--- src/rtl/spec_chain_array.sv ---
// Array of independent trigger/wait/fire channels with optional neighbour chaining,
// a shared fire-event counter and an aggregate busy flag.
module spec_chain_array #(
   parameter int N_CH  = 10,
   parameter int DELAY = 3,
   parameter bit CHAIN = 1'b0,
   parameter int CNT_W = 8
) (
   input  logic                clock,
   input  logic                reset_n,
   input  logic [2*N_CH-1:0]   a,
   output logic [2*N_CH-1:0]   c,
   output logic                any_busy,
   output logic [CNT_W-1:0]    fire_total
);
   localparam int CW = $clog2(DELAY + 1);
   localparam int PW = $clog2(N_CH + 1);
   localparam int SW = (CNT_W > PW) ? CNT_W : PW;
   localparam logic [CW-1:0] DELAY_V = CW'(DELAY);

   // state encoding doubles as the c status code, so c is just the state register
   typedef enum logic [1:0] {
      ST_IDLE  = 2'b00,
      ST_WAIT  = 2'b01,
      ST_FIRE  = 2'b10,
      ST_ABORT = 2'b11
   } state_t;

   state_t                 state_r [N_CH];
   state_t                 state_s [N_CH];
   logic [CW-1:0]          cnt_r   [N_CH];
   logic [CW-1:0]          cnt_s   [N_CH];
   logic [N_CH-1:0][1:0]   cmd_s;
   logic [N_CH-1:0]        trig_s;
   logic [PW-1:0]          fire_cnt_s;
   logic                   busy_s;
   logic [SW-1:0]          fire_sum_s;

   assign cmd_s = a;

   for (genvar g = 0; g < N_CH; g++) begin : g_ch
      if (CHAIN && (g >= 1)) begin : g_chain
         assign trig_s[g] = (cmd_s[g] == 2'b01) || (state_r[g-1] == ST_FIRE);
      end else begin : g_solo
         assign trig_s[g] = (cmd_s[g] == 2'b01);
      end
      assign c[2*g+1 -: 2] = state_r[g];
   end

   // next-state for every channel plus the aggregate busy/fire terms derived from it
   always_comb begin
      busy_s     = 1'b0;
      fire_cnt_s = '0;
      for (int i = 0; i < N_CH; i++) begin
         state_s[i] = state_r[i];
         cnt_s[i]   = cnt_r[i];
         case (state_r[i])
            ST_IDLE: begin
               if (trig_s[i]) begin
                  state_s[i] = ST_WAIT;
                  cnt_s[i]   = DELAY_V;
               end else begin
                  state_s[i] = ST_IDLE;
               end
            end
            ST_WAIT: begin
               if (cmd_s[i] == 2'b11) begin
                  state_s[i] = ST_ABORT;
               end else if (cmd_s[i] == 2'b10) begin
                  state_s[i] = ST_WAIT;
               end else if (cnt_r[i] == CW'(1)) begin
                  state_s[i] = ST_FIRE;
               end else begin
                  cnt_s[i] = cnt_r[i] - CW'(1);
               end
            end
            ST_FIRE: begin
               if (trig_s[i]) begin
                  state_s[i] = ST_WAIT;
                  cnt_s[i]   = DELAY_V;
               end else begin
                  state_s[i] = ST_IDLE;
               end
            end
            ST_ABORT: state_s[i] = ST_IDLE;
            default:  state_s[i] = ST_IDLE;
         endcase
         busy_s     = busy_s | (state_s[i] == ST_WAIT);
         fire_cnt_s = fire_cnt_s + PW'(state_s[i] == ST_FIRE);
      end
   end

   // fire_total tracks the done pulses as they appear on c; wrap is silent
   assign fire_sum_s = SW'(fire_total) + SW'(fire_cnt_s);

   // register channel state, counters and aggregate outputs
   always_ff @(posedge clock) begin
      if (!reset_n) begin
         for (int i = 0; i < N_CH; i++) begin
            state_r[i] <= ST_IDLE;
            cnt_r[i]   <= '0;
         end
         any_busy   <= 1'b0;
         fire_total <= '0;
      end else begin
         for (int i = 0; i < N_CH; i++) begin
            state_r[i] <= state_s[i];
            cnt_r[i]   <= cnt_s[i];
         end
         any_busy   <= busy_s;
         fire_total <= fire_sum_s[CNT_W-1:0];
      end
   end
endmodule

--- config.mk ---
export PLATFORM = sky130hd
export DESIGN_NAME = spec_chain_array
export DESIGN_NICKNAME = d
export VERILOG_FILES = /design/src/rtl/spec_chain_array.sv
export SDC_FILE = /design/constraint.sdc
export NUM_CORES = 1
export LEC_CHECK = 0
export CAP_MARGIN = 20
export CORE_UTILIZATION = 52
export DETAILED_ROUTE_END_ITERATION = 6
export PLACE_DENSITY = 0.79
export SETUP_SLACK_MARGIN = 0.02
export SYNTH_ARGS = -nofsm -noshare
export SYNTH_HDL_FRONTEND = slang
export SYNTH_SLANG_ARGS = --single-unit
export TNS_END_PERCENT = 5
--- constraint.sdc ---
create_clock -name clock -period 4.4 [get_ports clock]
set_input_delay 0.88 -clock clock [delete_from_list [all_inputs] [get_ports clock]]
set_output_delay 0.88 -clock clock [all_outputs]
set_load 0.05 [all_outputs]
======== Word level (Yosys, flattened, before mapping) ========
Memory sizes are Yosys's and may differ from the RTL's.
Index checks and enable logic that the tools add are counted.
storage, ports and cells
  RAM bits ................................ 40
  word-level logic and storage cells ...... 285
  flip-flop bits (word level) ............. 9
  memories ................................ 2
memory list
  name     depth  width  rd ports  clocked after memory_dff  wr ports  RTL line  text
  cnt_r    10     2      10        0                         10        31        logic [CW-1:0] cnt_r [N_CH];
  state_r  10     2      10        0                         10        29        state_t state_r [N_CH];
operators by class
  equal/unequal tests ..................... 90
  bitwise operators ....................... 29
  add/sub/neg operators ................... 20
  reductions and logical operators ........ 20
  mux-type cells .......................... 122
operators with widths
  cell                 count
  $mux 2               90
  $eq 2x2->1 const B   50
  $eq 2x1->1 const B   40
  $pmux 2 s3           10
  $pmux 2 s2           10
  $or 1x1->1           29
  $add 4x1->4          6
  $logic_not 2->1      10
  $reduce_or 2->1      10
  $sub 2x1->2 const B  10
  $mux 1               12
  $add 8x4->8          1
  $add 3x1->4          1
  $add 2x1->3          1
  $add 1x1->2          1

======== Longest topological paths before layout ========
Gate-level depths: netlist (run 1).
An unclocked memory read counts as a cell.
  depth after elaboration ................. 17
  mapped depth ............................ 18
  gate-level depth less buffers ........... 18

======== Worst setup path before layout (run 1) ========
No wires, ideal clock.
  path type ............................... input -> register
  start point ............................. input a[1]
  end point ............................... register fire_total[6]
  data required time ...................... 4.329 ns
  cell stages on the path ................. 16
  path buffers ............................ 0
  slack ................................... 0.251 ns
  arrival time ............................ 4.078 ns
  cell sequence ........................... nand2b_1 nor2_1 fa_1 inv_1 fa_1 inv_1 fa_1 inv_1 fa_1 inv_1 fa_1 nand2_1 nand2_1 a21oi_1 or3_1 a21oi_1
between the ends
  cells in the longest elaborated chain, start to end .. 15
  elaborated cells on any way between the ends .. 18
  those cells by class .................... 10 x add/sub; 4 x eq/ne; 4 x mux
RTL lines
  what                         RTL line  text
  start: declaration           11        input logic [2*N_CH-1:0] a,
  $eq 2x2->1                   69        end else if (cmd_s[i] == 2'b10) begin
  $mux 2                       69
  $mux 2                       67        if (cmd_s[i] == 2'b11) begin
  $pmux 2 s3 *                 57        case (state_r[i])
  $eq 2x2->1 *                 89        fire_cnt_s = fire_cnt_s + PW'(state_s[i] == ST_FIRE);
  $add 1x1->2 *                89
  $add 2x1->3 *                89
  $add 3x1->4 *                89
  $add 4x1->4 * (6 in series)  89
  $add 8x4->8 *                94        assign fire_sum_s = SW'(fire_total) + SW'(fire_cnt_s);
  end signal: assignment       111       fire_total <= fire_sum_s[CNT_W-1:0];
  end: declaration             14        output logic [CNT_W-1:0] fire_total
Mark *: on every way between the ends. The rest lies on a longest branch, timed or not.
A chain may end at the register's enable or synchronous reset.

======== Worst setup path after layout (run 1) ========
  start point ............................. input a[19]
  end point ............................... register fire_total[6]
between the ends
  cells in the longest elaborated chain, start to end .. 7
  elaborated cells on any way between the ends .. 10
  those cells by class .................... 2 x add/sub; 4 x eq/ne; 4 x mux
RTL lines
  what           RTL line
  $eq 2x2->1     69
  $mux 2         69
  $mux 2         67
  $pmux 2 s3 *   57
  $eq 2x2->1 *   89
  $add 4x1->4 *  89
  $add 8x4->8 *  94
Marked as above.

==> results of run 1 <==
how the worst min path moves through the flow:
stage	startpoint	end	cells past startpoint
6_report	cnt_r[6][1]$_SDFFE_PN0P_	cnt_r[6][1]$_SDFFE_PN0P_	2
5_1_grt	cnt_r[0][1]$_SDFFE_PN0P_	cnt_r[0][1]$_SDFFE_PN0P_	2
4_1_cts	cnt_r[5][1]$_SDFFE_PN0P_	cnt_r[5][1]$_SDFFE_PN0P_	2
3_5_place_dp	cnt_r[5][1]$_SDFFE_PN0P_	cnt_r[5][1]$_SDFFE_PN0P_	2
3_3_place_gp	cnt_r[7][1]$_SDFFE_PN0P_	cnt_r[7][1]$_SDFFE_PN0P_	2
2_1_floorplan	cnt_r[0][1]$_SDFFE_PN0P_	cnt_r[0][1]$_SDFFE_PN0P_	2
final cells by class:
class | count | share of cell area [%]
Inverter | 29 | 3.14
Tap cell | 67 | 2.42
Sequential cell | 49 | 28.3
Timing Repair Buffer | 64 | 17.8
Multi-Input combinational cell | 213 | 45.3
Clock inverter | 2 | 1.01
Clock buffer | 5 | 1.99
synthesized netlist by cell type:
library cell / count
dfxtp_1: 49
nor2_1: 34
inv_1: 28
a211oi_1: 27
nor3b_1: 24
nand2b_1: 20
nor3_1: 20
ha_1: 15
nand2_1: 15
fa_1: 7
nor2b_1: 7
a21oi_1: 6
a31oi_1: 6
clkbuf_1: 4
and3_1: 3
nand4_1: 3
o21ai_0: 3
or2_2: 3
a2111oi_4: 2
mux2i_1: 2
nand2b_2: 2
o21a_1: 2
a311o_1: 1
a311oi_1: 1
and2_1: 1
buf_2: 1
inv_2: 1
mux2_1: 1
nand4b_1: 1
nor3b_2: 1
nor4b_1: 1
o21ai_1: 1
o31a_1: 1
or3_1: 1
xnor2_1: 1
xor2_1: 1
power by group through the flow:
stage	clock network (mW)	registers, mW	logic (mW)
floorplan	0	0.540	0.114
global placement	0	0.504	0.227
detailed placement	0	0.504	0.232
CTS	0.315	0.494	0.234
global route	0.335	0.499	0.266
finish	0.309	0.494	0.240
flip-flops by register name, indices dropped and copies added (netlist names):
signal,count
any_busy,1
cnt_r,20
fire_total,8
state_r,20
metal layers:
metal | routed length [um] | global-route usage (%)
met1 | 2670 | 28.3
met2 | 2530 | 35.5
met3 | 203 | 4.70
met4 | 57 | 6.32
met5 | 0 | 0
repair_timing:
item,4_1_cts,5_1_grt
pin swaps,3,7
gates resized for setup,5,14
cloned,0,0
hold buffers,0,0
endpoints found under the setup margin,3,4
setup buffers,1,0
critical path, delay by kind of cell:
kind | cells | cell delay, ns
adder cells (fa/ha/maj) | 4 | 1.65
AND/OR/NAND/NOR | 5 | 0.96
buffers and inverters | 4 | 0.58
AO/OA/AOI/OAI | 2 | 0.19
metrics by stage:
stage	setup TNS [ns]	area (sq um)	utilization, %	worst slack, ns	power [mW]
floorplan	0	2620	-	0.251	0.654
CTS	0	3410	71.3	0.0190	1.04
detailed placement	-1.67	3290	68.7	-0.442	0.736
global route	0	3460	72.4	0.237	1.10
finish	0	3460	72.4	0.370	1.04
global placement	-1.17	3290	68.7	-0.318	0.731
cell families (layout without fill, tap and decap cells):
logic type | count (synthesis) | in the layout | share of synthesized area [%]
AND/OR/NAND/NOR | 136 | 136 | 28.6
AO/OA/AOI/OAI | 50 | 50 | 14.8
flip-flops | 49 | 49 | 37.4
buffers and inverters | 34 | 100 | 4.91
adder cells (fa/ha/maj) | 22 | 22 | 12.5
multiplexers | 3 | 3 | 1.19
XOR/XNOR | 2 | 2 | 0.668
==> results.tsv, run 1 <==
stage	metric	value	unit
placed_design	routabilityCongestion	0.808	
power_and_ir_drop	seq_power_share	47.4	%
cells_and_area	final_common_cell	dfxtp_1	
global_routing	overflow	0	
worst_setup_path	slowest_stage	fa_1	
floorplan	fp.dieArea	5330	sq um
placed_design	place_inst	421	
cells_and_area	nets	406	
sta	setup-violations-final	0	
cells_and_area	drive_above_1_share	12.2	%
cts	clk_path_buf_depth	2	
floorplan	fp.dieW	73.0	um
drt	wirelength	5460	um
drt	first_iter_violations	80	
worst_setup_path	cp-endpoint	fire_total[6]$_SDFF_PN0_	
sta	worstMarginPinSlew	0.786	ns
power_and_ir_drop	p_comb_share	23.0	%
cts	cts_buffers	5	
synth	ys_seq_area_share	37.4	%
sta	skew	0.00565	ns
worst_setup_path	path_cells	clkdlybuf4s50_1 -> nand2b_1 -> or2_2 -> fa_1 -> inv_2 -> fa_1 -> inv_2 -> fa_2 -> inv_2 -> fa_2 -> nand2_2 -> nand2_2 -> a21oi_2 -> or3_1 -> a21oi_1	
global_routing	grt_pass1_vias	2072	
drt	vias	2281	
floorplan	start_util	54.8	%
sta	final.min_clock_period	4.03	ns
power_and_ir_drop	p_switching	0.302	mW
cts	htreeDepth	2	
cells_and_area	diodes	0	
synth	yosys_warnings	0	
power_and_ir_drop	p_sw_share	29.0	%
synth	avgSynthCellArea	8.86	sq um
cells_and_area	fin_cells	429	
synth	synth_area_leaders	dfxtp_1 (37%), a211oi_1 (7.7%), ha_1 (7.2%)	
cts	path_clk_slew	0.09	ns
power_and_ir_drop	clock_power_share	29.7	%
floorplan	io_pins	51	
synth	yosys.area.top_type	dfxtp_1	
synth	synth_area	2620	sq um
drt	drtPass1Iterations	4	
sta	relSlewSlack	47.6	%
cells_and_area	fillerInstances	393	
power_and_ir_drop	power.internal	0.741	mW
worst_setup_path	cp.arrival	4.26	ns
floorplan	row_count	25	
status	status	finished clean	
worst_setup_path	r2r_cells	18	
floorplan	fp.dieH	73.0	um
drt	routedWlPerCell	12.7	um
drt	ant_nets	0	
sta	timing.fmax	248	MHz
cts	numClockSinks	49	
worst_setup_path	cpMostUsedCell	inv_2	
placed_design	io_buffers	50	
power_and_ir_drop	p_leak	1.35	nW
worst_setup_path	cp.required	4.63	ns
sta	slew_violations	0	
worst_setup_path	reg2reg_to	fire_total[6]$_SDFF_PN0_	
worst_setup_path	cp-start-kind	input pin	
worst_setup_path	worstSetupStartpoint	a[19]	
cells_and_area	syn2layout_area_growth	32.0	%
worst_setup_path	crit_type	input pin to flip-flop	
global_routing	antenna_found_initial	0	
synth	yosysTopAreaCellShare	37.4	%
worst_setup_path	critPathCaptureType	flip-flop	
sta	hold_ws	0.471	ns
sta	grt_setup_unrepaired	no	
synth	yosysUniqueCellTypes	36	
worst_setup_path	cp_max_fo	3	
synth	synth_seq_cells	49	
drt	drc	0	
drt	via_per_inst	5.32	
power_and_ir_drop	peakVddDrop	0.000136	V
power_and_ir_drop	pwr_density_cell	301	nW/um^2
sta	hold_viol_final	0	
cts	cts_tree	built	
cells_and_area	seq_area	981	sq um
worst_hold_path	hp-class	flip-flop to flip-flop	
worst_setup_path	ff2ff_setup_slack	0.59	ns
worst_setup_path	cpPeakStageDelay	0.57	ns
cts	worstSkewPairLatency	0.30	ns
run	cap_violations	0	
synth	synth_fp_nets	340	
global_routing	grt_pass1_wl	8830	um
cells_and_area	final_cell_mix	dfxtp_1 (49), clkdlybuf4s50_1 (45), nor2_1 (33)	
cells_and_area	multi_input_area	1570	sq um
cts	clk_root_buffer_cell	clkbuf_8	
sta	fin_crit_sh	91.6	%
floorplan	core_area	4790	sq um
global_routing	grt_max_degree	46	
placed_design	dp_hpwl	4070	um
synth	synthCells	296	
global_routing	grt_usage	21.5	%
worst_setup_path	r2r-start	cnt_r[6][1]$_SDFFE_PN0P_	
Note: power is estimated with default switching activity, not from simulation.
==> inputs of run 2 (changes only) <==
--- a/config.mk
+++ b/config.mk
@@ -6,6 +6,7 @@
 export NUM_CORES = 1
 export LEC_CHECK = 0
 export CAP_MARGIN = 20
+export CORE_MARGIN = 3
 export CORE_UTILIZATION = 52
 export DETAILED_ROUTE_END_ITERATION = 6
 export PLACE_DENSITY = 0.79
==> run 2 against run 1 <==
  * Via count down 0.44%
  * Combinational power about the same
  * Power up 6.1%
  * Clock-buffer cell count unchanged
  * Critical endpoint unchanged
  * Highest routed layer unchanged
==> results.tsv, run 2 (same netlist as run 1, synthesis figures left out) <==
stage	metric	value	unit	change
status	status	finished clean		
floorplan	row_count	25		unchanged
global_routing	grt.busiest_layer	met2		
global_routing	grt_util_met2	33.7	%	-1.8 points
global_routing	grt_usage	19.8	%	-1.7 points
worst_setup_path	crit_type	input pin to flip-flop		
cts	cts_buffers	5		unchanged
sta	timing.fmax	251	MHz	+1.3%
worst_setup_path	reg2reg_to	fire_total[6]$_SDFF_PN0_		
worst_setup_path	r2r_cells	18		unchanged
drt	vias	2271		-0.44%
floorplan	fp.dieW	77.0	um	+5.5%
cts	htreeDepth	2		unchanged
global_routing	overflow	0		unchanged
cts	clk_path_buf_depth	2		unchanged
worst_setup_path	r2r-start	cnt_r[4][1]$_SDFFE_PN0P_		
power_and_ir_drop	p_sw_share	27.7	%	-1.3 points
worst_setup_path	cp.depth	17		+2
worst_setup_path	cp.required	4.62	ns	about the same
drt	wirelength	5620	um	+3.0%
global_routing	antenna_found_initial	0		unchanged
floorplan	core_area	4790	sq um	unchanged
sta	setup-violations-final	0		unchanged
worst_setup_path	slowest_stage	fa_1		
cells_and_area	drive_above_1_share	11.1	%	-1.1 points
drt	first_iter_violations	92		+15%
worst_setup_path	cp_max_fo	3		unchanged
power_and_ir_drop	power.internal	0.801	mW	+8.0%
cells_and_area	syn2layout_area_growth	32.3	%	
power_and_ir_drop	pwr_density_cell	319	nW/um^2	+5.9%
sta	grt_setup_unrepaired	no		
power_and_ir_drop	clock_power_share	33.7	%	+4.0 points
cells_and_area	final_cell_mix	dfxtp_1 (49), clkdlybuf4s50_1 (45), nor2_1 (34)		
worst_hold_path	hp-class	flip-flop to flip-flop		
cts	worstSkewPairLatency	0.30	ns	about the same
worst_setup_path	cpPeakStageDelay	0.55	ns	-0.02 ns
cells_and_area	diodes	0		unchanged
global_routing	met3_usage	4.93	%	+0.23 points
drt	routedWlPerCell	13.1	um	+3.2%
sta	hold_viol_final	0		unchanged
power_and_ir_drop	peakVddDrop	0.000307	V	+130%
global_routing	grt_pass1_wl	9670	um	+9.4%
worst_setup_path	cp-endpoint	fire_total[6]$_SDFF_PN0_		
sta	finalWorstSetupSlack	0.420	ns	+0.0498 ns
placed_design	routabilityCongestion	0.800		-1.1%
floorplan	fp.dieH	77.0	um	+5.5%
placed_design	place_inst	420		-0.24%
cts	numClockSinks	49		unchanged
worst_setup_path	cp-start-kind	input pin		
power_and_ir_drop	p_leak	1.36	nW	+0.57%
cts	cts_tree	built		
floorplan	fp.dieArea	5930	sq um	+11%
worst_setup_path	critPathCaptureType	flip-flop		
worst_setup_path	cp_top_family	adder cells		
cells_and_area	fin_cells	428		-0.23%
cells_and_area	fillerInstances	376		-4.3%
placed_design	io_buffers	50		unchanged
cells_and_area	nets	404		-0.49%
global_routing	grt_use_met1	25.1	%	-3.1 points
sta	relSlewSlack	46.7	%	-0.85 points
cells_and_area	top_regs	cnt_r (20), state_r (20), fire_total (8)		
global_routing	grt_max_degree	46		unchanged
worst_setup_path	path_cells	dlymetal6s2s_1 -> nand2b_4 -> nor2_1 -> fa_1 -> inv_1 -> fa_1 -> inv_1 -> fa_1 -> inv_2 -> fa_2 -> inv_2 -> fa_2 -> nand2_1 -> nand2_1 -> a21oi_2 -> or3_1 -> a21oi_1		
drt	ant_nets	0		unchanged
worst_setup_path	cpMostUsedCell	fa_1		
power_and_ir_drop	p_switching	0.307	mW	+1.5%
sta	final.min_clock_period	3.98	ns	-0.0498 ns
drt	via_per_inst	5.31		-0.21%
cts	clk_root_buffer_cell	clkbuf_8		
drt	drc	0		unchanged
floorplan	io_pins	51		unchanged
power_and_ir_drop	seq_power_share	44.6	%	-2.8 points
sta	fin_crit_sh	90.5	%	-1.1 points
cts	path_clk_slew	0.08	ns	about the same
drt	drtPass1Iterations	4		unchanged
run	cap_violations	0		unchanged
global_routing	grt_pass1_vias	2226		+7.4%
sta	worstMarginPinSlew	0.798	ns	+0.0116 ns
cells_and_area	post-route-util	72.5	%	+0.16 points
worst_setup_path	ff2ff_setup_slack	0.58	ns	about the same
placed_design	dp_slack	-0.403	ns	+0.0385 ns
sta	slew_violations	0		unchanged
power_and_ir_drop	p_comb_share	21.7	%	-1.3 points
worst_setup_path	cp_num_buf_inv	5		+1
worst_setup_path	cp.arrival	4.20	ns	-0.06 ns
cts	postCtsSetupRepairBufs	0		-1
placed_design	dp_hpwl	4250	um	+4.4%
floorplan	start_util	54.8	%	unchanged
worst_setup_path	worstSetupStartpoint	a[1]		
cells_and_area	final_common_cell	dfxtp_1		
sta	skew	0.00839	ns	+0.00273 ns
==> run 2: worst min-delay path by stage <==
stage                                   startpoint                  endpoint  slack, ns  depth (start not counted)
after CTS                 cnt_r[7][1]$_SDFFE_PN0P_  cnt_r[7][1]$_SDFFE_PN0P_       0.48                          2
after global placement    cnt_r[6][1]$_SDFFE_PN0P_  cnt_r[6][1]$_SDFFE_PN0P_       0.46                          2
final                     cnt_r[7][1]$_SDFFE_PN0P_  cnt_r[7][1]$_SDFFE_PN0P_       0.47                          2
after global routing      cnt_r[0][1]$_SDFFE_PN0P_  cnt_r[0][1]$_SDFFE_PN0P_       0.50                          2
after floorplan           cnt_r[0][1]$_SDFFE_PN0P_  cnt_r[0][1]$_SDFFE_PN0P_       0.44                          2
after detailed placement  cnt_r[7][1]$_SDFFE_PN0P_  cnt_r[7][1]$_SDFFE_PN0P_       0.46                          2
==> run 2: final cells by class <==
type	instances	area, sq um	share of cell area [%]
inverters	29	109	3.14
well taps	67	83.8	2.42
clock inverters	3	65.1	1.87
multi-input cells	213	1560	45.0
repair buffers	62	603	17.4
flip-flops and latches	49	981	28.3
clock buffers	5	68.8	1.98
==> run 2: routing by layer <==
metal	up-vias	share of wire [%]
li1	1170	-
met1	1054	48
met2	41	48
met3	6	3.5
met4	0	1.1
met5	-	0
==> run 2: worst register-to-register path, stage by stage, from the launching register on <==
cell      delay, ns
dfxtp_1        0.33
inv_1          0.04
ha_1           0.23
nand2b_4       0.09
nor2_1         0.05
fa_1           0.57
inv_2          0.05
fa_1           0.50
inv_1          0.06
fa_1           0.52
inv_2          0.05
fa_2           0.39
inv_2          0.07
fa_2           0.19
nand2_1        0.05
nand2_1        0.08
a21oi_2        0.06
or3_1          0.31
a21oi_1        0.12
==> run 2: what timing repair did <==
action,CTS,global route
endpoints found under the hold margin,0,0
pin swaps,5,6
setup endpoints to repair,4,4
hold buffers,0,0
gates cloned,0,0
resized for setup,8,8
==> run 2: power by group through the flow <==
stage	logic, mW	clock network [mW]	registers (mW)
2_1_floorplan	0.114	0	0.540
3_3_place_gp	0.226	0	0.504
3_5_place_dp	0.232	0	0.504
4_1_cts	0.238	0.381	0.494
5_1_grt	0.266	0.398	0.499
6_report	0.240	0.374	0.494
==> run 2: stage by stage <==
step,setup TNS [ns],hold WS [ns],instance area [sq um],power (mW)
2_1_floorplan,0,0.444,2620,0.654
3_3_place_gp,-1.11,0.460,3280,0.730
3_5_place_dp,-1.69,0.462,3280,0.737
4_1_cts,0,0.478,3440,1.11
5_1_grt,0,0.502,3470,1.16
6_report,0,0.470,3470,1.11
